--- src/rtl/seq_multiplier.sv ---
// seq_multiplier
//   Shift-add unsigned multiplier feeding the accumulator. Two WIDTH-bit
//   operands are sampled on start and multiplied over exactly WIDTH clock
//   edges. The product is presented on productOut for a single cycle (done=1).
//   productOut is zero in every other cycle, so a downstream accumulator that
//   adds on every clock sees each product exactly once.
//
//   Handshake: start is accepted on a rising edge only while ready=1
//   (state IDLE or DONE). A start seen while busy=1 is ignored, and opA/opB
//   may change freely once the operands have been sampled.
//
// Ports
//   clk         clock, all state updates on the rising edge
//   rst         asynchronous, active-high reset
//   start       begin a multiply (sampled with opA/opB when ready=1)
//   opA, opB    unsigned multiplicand / multiplier, WIDTH bits
//   ready       start will be accepted on the next edge (IDLE or DONE)
//   busy        multiply in progress (RUN)
//   done        one-cycle pulse, productOut holds the product
//   productOut  product when done=1, otherwise 0 (zero-extended to 32 bits)
//   dbg_state   current FSM state, for debug and assertion binding
module seq_multiplier #(
   parameter int WIDTH = 16
) (
   input  logic              clk,
   input  logic              rst,
   input  logic              start,
   input  logic [WIDTH-1:0]  opA,
   input  logic [WIDTH-1:0]  opB,
   output logic              ready,
   output logic              busy,
   output logic              done,
   output logic [31:0]       productOut,
   output logic [1:0]        dbg_state
);

   localparam int PW = 2 * WIDTH;
   localparam int CW = (WIDTH > 1) ? $clog2(WIDTH) : 1;
   localparam logic [CW-1:0] LAST = CW'(WIDTH - 1);

   localparam logic [1:0] S_IDLE = 2'd0;
   localparam logic [1:0] S_RUN  = 2'd1;
   localparam logic [1:0] S_DONE = 2'd2;

   logic [1:0]       state;
   logic [CW-1:0]    count;
   logic [PW-1:0]    mcand;
   logic [PW-1:0]    partial;
   logic [WIDTH-1:0] mplier;
   logic [PW-1:0]    partial_next;

   // Partial sum including the bit processed on this edge; on the final
   // edge this is the complete product and goes straight to productOut.
   assign partial_next = mplier[0] ? (partial + mcand) : partial;

   always_ff @(posedge clk or posedge rst) begin
      if (rst) begin
         state      <= S_IDLE;
         count      <= '0;
         mcand      <= '0;
         mplier     <= '0;
         partial    <= '0;
         productOut <= '0;
      end else begin
         case (state)
            // IDLE and DONE both accept a new request; leaving DONE always
            // clears productOut so the product is seen for one cycle only.
            S_IDLE, S_DONE: begin
               productOut <= '0;
               if (start) begin
                  mcand   <= PW'(opA);
                  mplier  <= opB;
                  partial <= '0;
                  count   <= '0;
                  state   <= S_RUN;
               end else begin
                  state   <= S_IDLE;
               end
            end
            S_RUN: begin
               partial <= partial_next;
               mcand   <= mcand << 1;
               mplier  <= mplier >> 1;
               count   <= count + CW'(1);
               if (count == LAST) begin
                  state      <= S_DONE;
                  productOut <= 32'(partial_next);
               end
            end
            default: begin
               state      <= S_IDLE;
               productOut <= '0;
            end
         endcase
      end
   end

   // Status is decoded from the state register only, never from inputs.
   assign busy      = (state == S_RUN);
   assign ready     = ~busy;
   assign done      = (state == S_DONE);
   assign dbg_state = state;

endmodule

--- config.mk ---
export PLATFORM = sky130hd
export DESIGN_NAME = seq_multiplier
export DESIGN_NICKNAME = d
export VERILOG_FILES = /design/src/rtl/seq_multiplier.sv
export SDC_FILE = /design/constraint.sdc
export NUM_CORES = 1
export LEC_CHECK = 0
export ABC_CLOCK_PERIOD_IN_PS = 5400
export CORE_ASPECT_RATIO = 0.8
export CORE_UTILIZATION = 45
export CTS_BUF_LIST = sky130_fd_sc_hd__clkbuf_4 sky130_fd_sc_hd__clkbuf_8
export CTS_CLUSTER_DIAMETER = 60
export CTS_CLUSTER_SIZE = 8
export DETAILED_ROUTE_END_ITERATION = 16
export PLACE_DENSITY_LB_ADDON = 0.12
export SLEW_MARGIN = 20
export SYNTH_ARGS = -nofsm -noshare
export SYNTH_HDL_FRONTEND = slang
export SYNTH_SLANG_ARGS = --single-unit
--- constraint.sdc ---
create_clock -name clk -period 5.4 [get_ports clk]
set_input_delay 1.08 -clock clk [delete_from_list [all_inputs] [get_ports clk]]
set_output_delay 1.08 -clock clk [all_outputs]
set_load 0.01 [all_outputs]
==> flow_metrics.tcl, run 1 <==
set metrics [dict create \
    vdd_drop_max_mv 0.365 \
    min_path_type "flop to flop" \
    dpl.hpwl_um 12000 \
    fmax_mhz 291 \
    postCtsSetupRepairBufs 0 \
    synth_top_cell_by_area "dfrtp_1" \
    clkLatencyLatePin_ns 0.44 \
    hp-start "mplier[2]" \
    route.detailed.drc 0 \
    p_leak_nw 3.65 \
    dpl_worst_slack_ns 2.15 \
    io_buffers 71 \
    p_total_mw 5.32 \
    ys_seq_area_frac 0.445 \
    syn-instance-count 715 \
    path_clk_slew_ns 0.08 \
    grt_pass1_wl_um 28900 \
    start_util 0.462 \
    intPower_mw 2.93 \
    maxSlewViolCount 0 \
    vias 5651 \
    netlist_top_cells_area "dfrtp_1 45%, ha_1 6.0%, nand2_1 5.9%" \
    syn2layout_area_growth_pct 19.0 \
    crit_fanout 45 \
    cts_buffers 17 \
    ys.flop_type "dfrtp_1" \
    fin_crit_ns 3.44 \
    worstSetupStartpoint "dbg_state[1]" \
    core.rowCount 39 \
    drv_cap 0 \
    wirelength_um 17600 \
    avgSynthCellArea_sq_um 9.27 \
    grt_max_degree 46 \
    io_pins 72 \
    die_w_um 138 \
    cp_slowest_cell "clkdlybuf4s50_1" \
    p_sw_frac 0.449 \
    hold_ws_ns 0.485 \
    async_flop_share 1.00 \
    tns_ns 0 \
    final_cell_mix "118 x dfrtp_1, 104 x nand2_1, 71 x clkdlybuf4s50_1, 55 x o21ai_0, 48 x a21oi_1" \
    p_per_area_nw_per_um2 674 \
    drt_iter0_markers 361 \
    max_stage_delay_ns 0.68 \
    setup_ws_ns 1.96 \
    grt_pass1_vias 5500 \
    crit_chain "nand2b_1 > inv_2 > clkdlybuf4s50_1" \
    pwr-share-comb 0.542 \
    path_class "flop to output pin" \
    p_sw_mw 2.39 \
    cp.arrival_ns 2.36 \
    yosys_warnings 0 \
    gp_congestion 0.876 \
    fin_util 0.550 \
    yosysTopAreaCellShare 0.445 \
    routed_via_density 5.87 \
    drt_pass1_iterations 5 \
    hold_viol_final 0 \
    synth_fp_nets 783 \
    cp-start-kind "flop" \
    fin_nets 834 \
    cts-root-buf "clkbuf_8" \
    slew_headroom 0.283 \
    drive_gt1_frac 0.0719 \
    grt_use_total 0.246 \
    outcome "complete, no violations" \
    core_area_sq_um 14300 \
    clockPowerShare 0.162 \
    ctsHoldBuffers 0 \
    worst_pin_slew_ns 1.07 \
    cts.sinks 118 \
    setup_viol 0 \
    r2r-start "mcand[0]" \
    cts_tree "done" \
    wl_per_cell_um 18.3 \
    synth_edf_count 0 \
    die_h_um 111 \
    drtAntennaViolNets 0 \
    htree_num_levels 4 \
    dieArea_sq_um 15200 \
    ys_types 54 \
    antenna_found_initial 0 \
    finalClockSkew_ns 0.0114 \
    worstPathRequired_ns 4.32 \
    grt_overflow 0 \
    synthesis.area_sq_um 6630 \
    finalCritPeriodShare 0.637 \
    layout_commonest_cell "dfrtp_1" \
    cp-end-kind "output pin" \
    antenna_cells 0 \
    seq_power_share 0.296 \
    rsz0062_at_grt "no" \
    synth_seq_cells 118 \
    clockBufferDepth 2 \
    cts_resized 0 \
]
cells in the mapped netlist (7+ instances only):
master	instances
a211oi_1	14
a21o_1	13
a21oi_1	48
a22o_1	20
a22oi_1	30
a31oi_1	10
and3_1	8
clkbuf_1	41
dfrtp_1	118
ha_1	32
inv_1	12
mux2i_1	12
nand2_1	104
nand3_1	30
nand4_1	11
nor2_1	40
nor2b_1	7
o21a_1	8
o21ai_0	55
xnor2_1	16
xor2_1	12
stage by stage:
step	area, sq um	instances
detailed placement	7470	931
global placement	7470	931
global route	7890	963
finish	7890	963
CTS	7890	963
floorplan	6630	715
metal layers:
metal / track usage / vias up / share of wire
li1: - / 2718 / -
met1: 0.362 / 2779 / 0.50
met2: 0.368 / 139 / 0.45
met3: 0.0505 / 15 / 0.043
met4: 0.0645 / 0 / 0.0073
met5: 0 / - / 0
state kept, by name (all words and copies together) (netlist names):
signal and cells:
count 4, dbg_state 2, mcand 32, mplier 16
partial 32, productOut 32
logic make-up after synthesis:
kind of cell	after synthesis	synth area share
AO/OA/AOI/OAI	242	0.251
buffers and inverters	62	0.0355
flip-flops	118	0.445
adder cells (fa/ha/maj)	33	0.0634
AND/OR/NAND/NOR	220	0.150
XOR/XNOR	28	0.0370
multiplexers	12	0.0181
worst max-delay path: cells and delay by family, from the launching register on:
kind | cells | cell delay [ns]
buffers and inverters | 2 | 1.33
flip-flops | 1 | 0.40
AND/OR/NAND/NOR | 1 | 0.17
power groups by stage:
stage / registers, mW / logic (mW) / clock network (mW)
after floorplan: 1.52 / 2.08 / 0
after global placement: 1.56 / 2.80 / 0
after detailed placement: 1.57 / 2.87 / 0
after CTS: 1.57 / 2.88 / 0.886
after global routing: 1.62 / 3.20 / 0.924
final: 1.57 / 2.88 / 0.863
worst paths after layout:
path | endpoint | slack (ns) | cells past startpoint
max in group asynchronous | mcand[12] | 3.40 | 3
hold / removal | mplier[2] | 0.48 | 2
min in group asynchronous | partial[26] | 1.01 | 2
setup / recovery | busy | 1.96 | 3
hold reg to reg | mplier[2] | 0.48 | 2
setup reg to reg | productOut[30] | 2.39 | 10
final cells by class:
type | count | area, sq um
sequential | 118 | 2950
multi-input combinational | 535 | 3450
inverter | 13 | 51.3
timing repair buffer | 81 | 786
clock inverter | 12 | 151
tap | 184 | 230
clock buffer | 20 | 269
fill | 1304 | 6450
Note: power is estimated with default switching activity, not from simulation.
==> run 2: changes to the inputs <==
--- a/config.mk
+++ b/config.mk
@@ -5,7 +5,7 @@
 export SDC_FILE = /design/constraint.sdc
 export NUM_CORES = 1
 export LEC_CHECK = 0
-export ABC_CLOCK_PERIOD_IN_PS = 5400
+export ABC_CLOCK_PERIOD_IN_PS = 3300
 export CORE_ASPECT_RATIO = 0.8
 export CORE_UTILIZATION = 45
 export CTS_BUF_LIST = sky130_fd_sc_hd__clkbuf_4 sky130_fd_sc_hd__clkbuf_8
==> constraint.sdc (replaced) <==
create_clock -name clk -period 3.3 [get_ports clk]
set_input_delay 0.66 -clock clk [delete_from_list [all_inputs] [get_ports clk]]
set_output_delay 0.66 -clock clk [all_outputs]
set_load 0.01 [all_outputs]
==> run 2 against run 1 <==
  * Clock-buffer cell count decreased by 1
  * Clock power increased by 58%
  * Register-to-register slack got worse by 2.0 ns
  * Hold slack got worse by 0.00073 ns
  * Sequential cell count unchanged
  * First-iteration DRC count increased by 21%
  * Wire length increased by 1.1%
  * Sequential share of layout area decreased by 0.22 points
  * Critical path depth increased by 7
  * Largest power group unchanged
  * Highest routed layer unchanged
==> flow_metrics.tcl, run 2 (synthesis gave the netlist of run 1 again) <==
set metrics [dict create \
    grt_max_degree 47 \
    p_total_mw 8.69 \
    gp_congestion 0.956 \
    outcome "complete, no violations" \
    drive_gt1_frac 0.0778 \
    hold-path-endpoint "mplier[1]" \
    vdd_drop_max_mv 0.561 \
    cts_resized 0 \
    final_cell_mix "118 x dfrtp_1, 104 x nand2_1, 71 x clkdlybuf4s50_1, 55 x o21ai_0, 48 x a21oi_1" \
    fmax_mhz 340 \
    cts_tree "done" \
    reg2reg_to "productOut[26]" \
    path_class "flop to flop" \
    hp-start "mplier[1]" \
    ctsHoldBuffers 0 \
    worstPathRequired_ns 3.62 \
    antenna_found_initial 0 \
    dpl.hpwl_um 12400 \
    multi_input_area_sq_um 3450 \
    slew_headroom 0.451 \
    vias 5680 \
    core_area_sq_um 14300 \
    setup_viol 0 \
    syn2layout_area_growth_pct 19.7 \
    dpl_worst_slack_ns 0.458 \
    fin_area_sq_um 7940 \
    top_regs "mcand: 32 flops, partial: 32 flops, productOut: 32 flops" \
    cp-end-kind "flop" \
    maxSlewViolCount 0 \
    dieArea_sq_um 15200 \
    setup_ws_ns 0.362 \
    min_path_type "flop to flop" \
    cts.sinks 118 \
    fillers 1280 \
    tns_ns 0 \
    die_h_um 111 \
    wl_per_cell_um 18.4 \
    drt_iter0_markers 436 \
    clockBufferDepth 2 \
    grt_pass1_vias 5808 \
    drv_cap 0 \
    grt_use_total 0.251 \
    fin_nets 839 \
    clkLatencyLatePin_ns 0.45 \
    seqCellArea_sq_um 2950 \
    r2r-start "mcand[0]" \
    path_clk_slew_ns 0.08 \
    p_leak_nw 3.66 \
    core.rowCount 39 \
    cts_buffers 17 \
    wirelength_um 17800 \
    drtAntennaViolNets 0 \
    cp.arrival_ns 3.26 \
    layout_commonest_cell "dfrtp_1" \
    routed_via_density 5.87 \
    rrSetupSlack_ns 0.36 \
    grt_overflow 0 \
    start_util 0.462 \
    crit_fanout 3 \
    cts-root-buf "clkbuf_8" \
    route.detailed.drc 0 \
    worst_pin_slew_ns 0.821 \
    grt_pass1_wl_um 29400 \
    hold_viol_final 0 \
    io_pins 72 \
    drt_pass1_iterations 5 \
    io_buffers 71 \
    finalClockSkew_ns 0.0143 \
    finalCritPeriodShare 0.890 \
    antenna_cells 0 \
    rsz0062_at_grt "no" \
    cp-start-kind "flop" \
    reg2reg_depth 10 \
    postCtsSetupRepairBufs 0 \
    dpl-instance-area_sq_um 7530 \
    whs_path_depth 2 \
    htree_num_levels 4 \
    fin_crit_ns 2.94 \
    p_per_area_nw_per_um2 1090 \
    die_w_um 138 \
]
run 2: cell types whose count changed in the layout (fill, tap and decap cells not counted), sizes merged:
cell	before	now
bufinv	3	2
clkinvlp	2	5
inv	14	15
buf	10	15
clkbuf	20	19
clkinv	6	4
run 2: report_power, final:
| group | switching (mW) | internal (mW) |
|---|---|---|
| logic | 2.81 | 1.96 |
| registers | 0.497 | 2.06 |
| clock network | 0.652 | 0.707 |
run 2: worst max-delay path by stage:
stage,depth (start not counted),endpoint,start,slack [ns]
floorplan,9,productOut[27],mcand[4],0.84
global placement,10,partial[26],mcand[0],0.53
detailed placement,10,partial[26],mcand[0],0.46
CTS,10,productOut[26],mcand[0],0.40
global route,10,partial[26],mcand[0],0.07
finish,10,productOut[26],mcand[0],0.36
run 2: area by class of cell:
type / count / area share
well taps: 184 / 0.0290
multi-input cells: 535 / 0.435
clock inverters: 13 / 0.0186
flip-flops and latches: 118 / 0.372
repair buffers: 86 / 0.107
clock buffers: 19 / 0.0322
inverters: 13 / 0.00662
run 2: per-stage QoR:
stage	cells	hold WS (ns)	utilization
finish	968	0.484	0.553
global route	968	0.506	0.553
CTS	968	0.488	0.553
detailed placement	936	0.468	0.525
global placement	936	0.464	0.525
floorplan	715	0.446	-
run 2: layer usage:
layer / wire, um / track usage / up-vias
met5: 0 / 0 / -
li1: - / - / 2725
met2: 8160 / 0.388 / 147
met3: 855 / 0.0670 / 24
met1: 8530 / 0.346 / 2784
met4: 243 / 0.0674 / 0
run 2: critical path: stages (launching register included):
cell and delay [ns]:
dfrtp_1 0.41, ha_1 0.27, fa_1 0.43, a21oi_1 0.26, o211ai_1 0.19, nand3_1 0.17, nand3_1 0.13, a31oi_1 0.41
o31ai_1 0.17, xnor2_1 0.24, o21ai_0 0.14
==> run 3: changes to the inputs <==
--- a/config.mk
+++ b/config.mk
@@ -12,6 +12,8 @@
 export CTS_CLUSTER_DIAMETER = 60
 export CTS_CLUSTER_SIZE = 8
 export DETAILED_ROUTE_END_ITERATION = 16
+export DONT_BUFFER_PORTS = 1
+export GPL_ROUTABILITY_DRIVEN = 0
 export PLACE_DENSITY_LB_ADDON = 0.12
 export SLEW_MARGIN = 20
 export SYNTH_ARGS = -nofsm -noshare
==> run 3 against run 2 <==
  * Utilization shrank 5.3 points
  * Sequential share of layout area grew 3.9 points
  * Register-to-register slack gained 0.15 ns
  * Sequential cell count is the same
  * Non-clock buffer count shrank 75
  * Critical endpoint unchanged
  * Critical path type unchanged
  * Final area shrank 9.5%
==> flow_metrics.tcl, run 3 (synthesis gave the netlist of run 1 again) <==
set metrics [dict create \
    outcome "complete, no violations" \
    grt_pass1_vias 5310 \
    max_stage_delay_ns 0.43 \
    reg2reg_depth 10 \
    ctsHoldBuffers 0 \
    path_clk_slew_ns 0.07 \
    antenna_cells 0 \
    dpl.hpwl_um 11400 \
    hold_viol_final 0 \
    drt-met1-wl_um 8010 \
    min_path_type "input port to asynchronous set/reset pin" \
    p_leak_nw 3.38 \
    drive_gt1_frac 0.0818 \
    p_per_area_nw_per_um2 1140 \
    clockBufferDepth 2 \
    cts.sinks 118 \
    drtAntennaViolNets 0 \
    vias 5369 \
    fin_crit_ns 2.79 \
    grt_max_degree 119 \
    core_area_sq_um 14300 \
    drt_pass1_iterations 5 \
    htree_num_levels 4 \
    core.rowCount 39 \
    top_regs "mcand: 32 flops, partial: 32 flops, productOut: 32 flops" \
    setup_viol 0 \
    drv_cap 0 \
    finalCritPeriodShare 0.846 \
    vdd_drop_max_mv 0.619 \
    worst_pin_slew_ns 0.840 \
    finalClockSkew_ns 0.0100 \
    slew_headroom 0.439 \
    fmax_mhz 358 \
    cp.arrival_ns 3.12 \
    dieArea_sq_um 15200 \
    layout_commonest_cell "dfrtp_1" \
    dr.max_layer_used "met4" \
    wl_met2_um 7640 \
    crit_fanout 3 \
    cts_buffers 17 \
    io_buffers 0 \
    route.detailed.drc 0 \
    crit_chain "ha_1 > fa_1 > a21oi_1 > o211ai_1 > nand3_1 > nand3_1 > a31oi_1 > o31ai_1 > xnor2_1 > o21ai_0" \
    die_h_um 111 \
    cp-start-kind "flop" \
    drt_iter0_markers 462 \
    die_w_um 138 \
    wl_met3_um 835 \
    cp-end-kind "flop" \
    cts_tree "done" \
    wl_per_cell_um 18.7 \
    grt_use_total 0.234 \
    antenna_found_initial 0 \
    start_util 0.462 \
    path_class "flop to flop" \
    worstPathRequired_ns 3.63 \
    fin_nets 764 \
    dpl-instance-area_sq_um 6780 \
    cp_common_cell "nand3_1" \
    final_cell_mix "118 x dfrtp_1, 104 x nand2_1, 55 x o21ai_0, 48 x a21oi_1, 39 x nor2_1" \
    wirelength_um 16700 \
    syn2layout_area_growth_pct 8.32 \
    rsz0062_at_grt "no" \
    fin_area_sq_um 7180 \
    postCtsSetupRepairBufs 0 \
    grt_overflow 0 \
    cts-root-buf "clkbuf_8" \
    cp_slowest_cell "fa_1" \
    maxSlewViolCount 0 \
    io_pins 72 \
    routed_via_density 6.01 \
    grt_pass1_wl_um 27400 \
    clkLatencyLatePin_ns 0.45 \
    rrSetupSlack_ns 0.51 \
    cts_resized 0 \
    tns_ns 0 \
]
[run 3: final cells by class]
cell class / instances / area (sq um)
clock buffer: 21 / 270
clock inverter: 11 / 128
fill: 1349 / 7170
inverter: 13 / 52.6
multi-input combinational: 535 / 3450
sequential: 118 / 2950
tap: 184 / 230
timing repair buffer: 11 / 95.1
[run 3: layer usage]
metal / vias to the layer above / global-route usage
met4: 0 / 0.0688
met5: - / 0
met3: 16 / 0.0698
li1: 2569 / -
met1: 2665 / 0.320
met2: 119 / 0.357
[run 3: through the flow]
step                std cells  total power, mW   util  hold slack (ns)  setup slack (ns)
floorplan                 715             5.88      -            0.446             0.844
global placement          861             6.80  0.473            0.463             0.587
detailed placement        861             6.89  0.473            0.468             0.538
CTS                       893             8.25  0.501            0.282             0.490
global route              893             8.89  0.501            0.297             0.235
finish                    893             8.21  0.501            0.195             0.509
[run 3: worst paths after layout]
kind / from / to
min in group clk: opB[9] / mplier[9]
min: rst / mcand[11]
max: mcand[0] / productOut[26]
max reg2reg: mcand[0] / productOut[26]
min reg2reg: mplier[10] / mplier[10]
max in group asynchronous: rst / partial[8]
[run 3: critical path, delay by kind of cell, from the launching register on]
kind                       cells  cell delay, ns
adders and majority gates      2            0.69
and+or+nand+nor                2            0.27
DFF                            1            0.40
xor gates and xnor gates       1            0.22
AOI/OAI and AO/OA              5            1.09
[run 3: power breakdown]
| part | leakage (nW) | switching [mW] | internal [mW] |
|---|---|---|---|
| logic | 1.65 | 2.57 | 1.65 |
| registers | 1.54 | 0.590 | 2.07 |
| clock network | 0.196 | 0.612 | 0.716 |
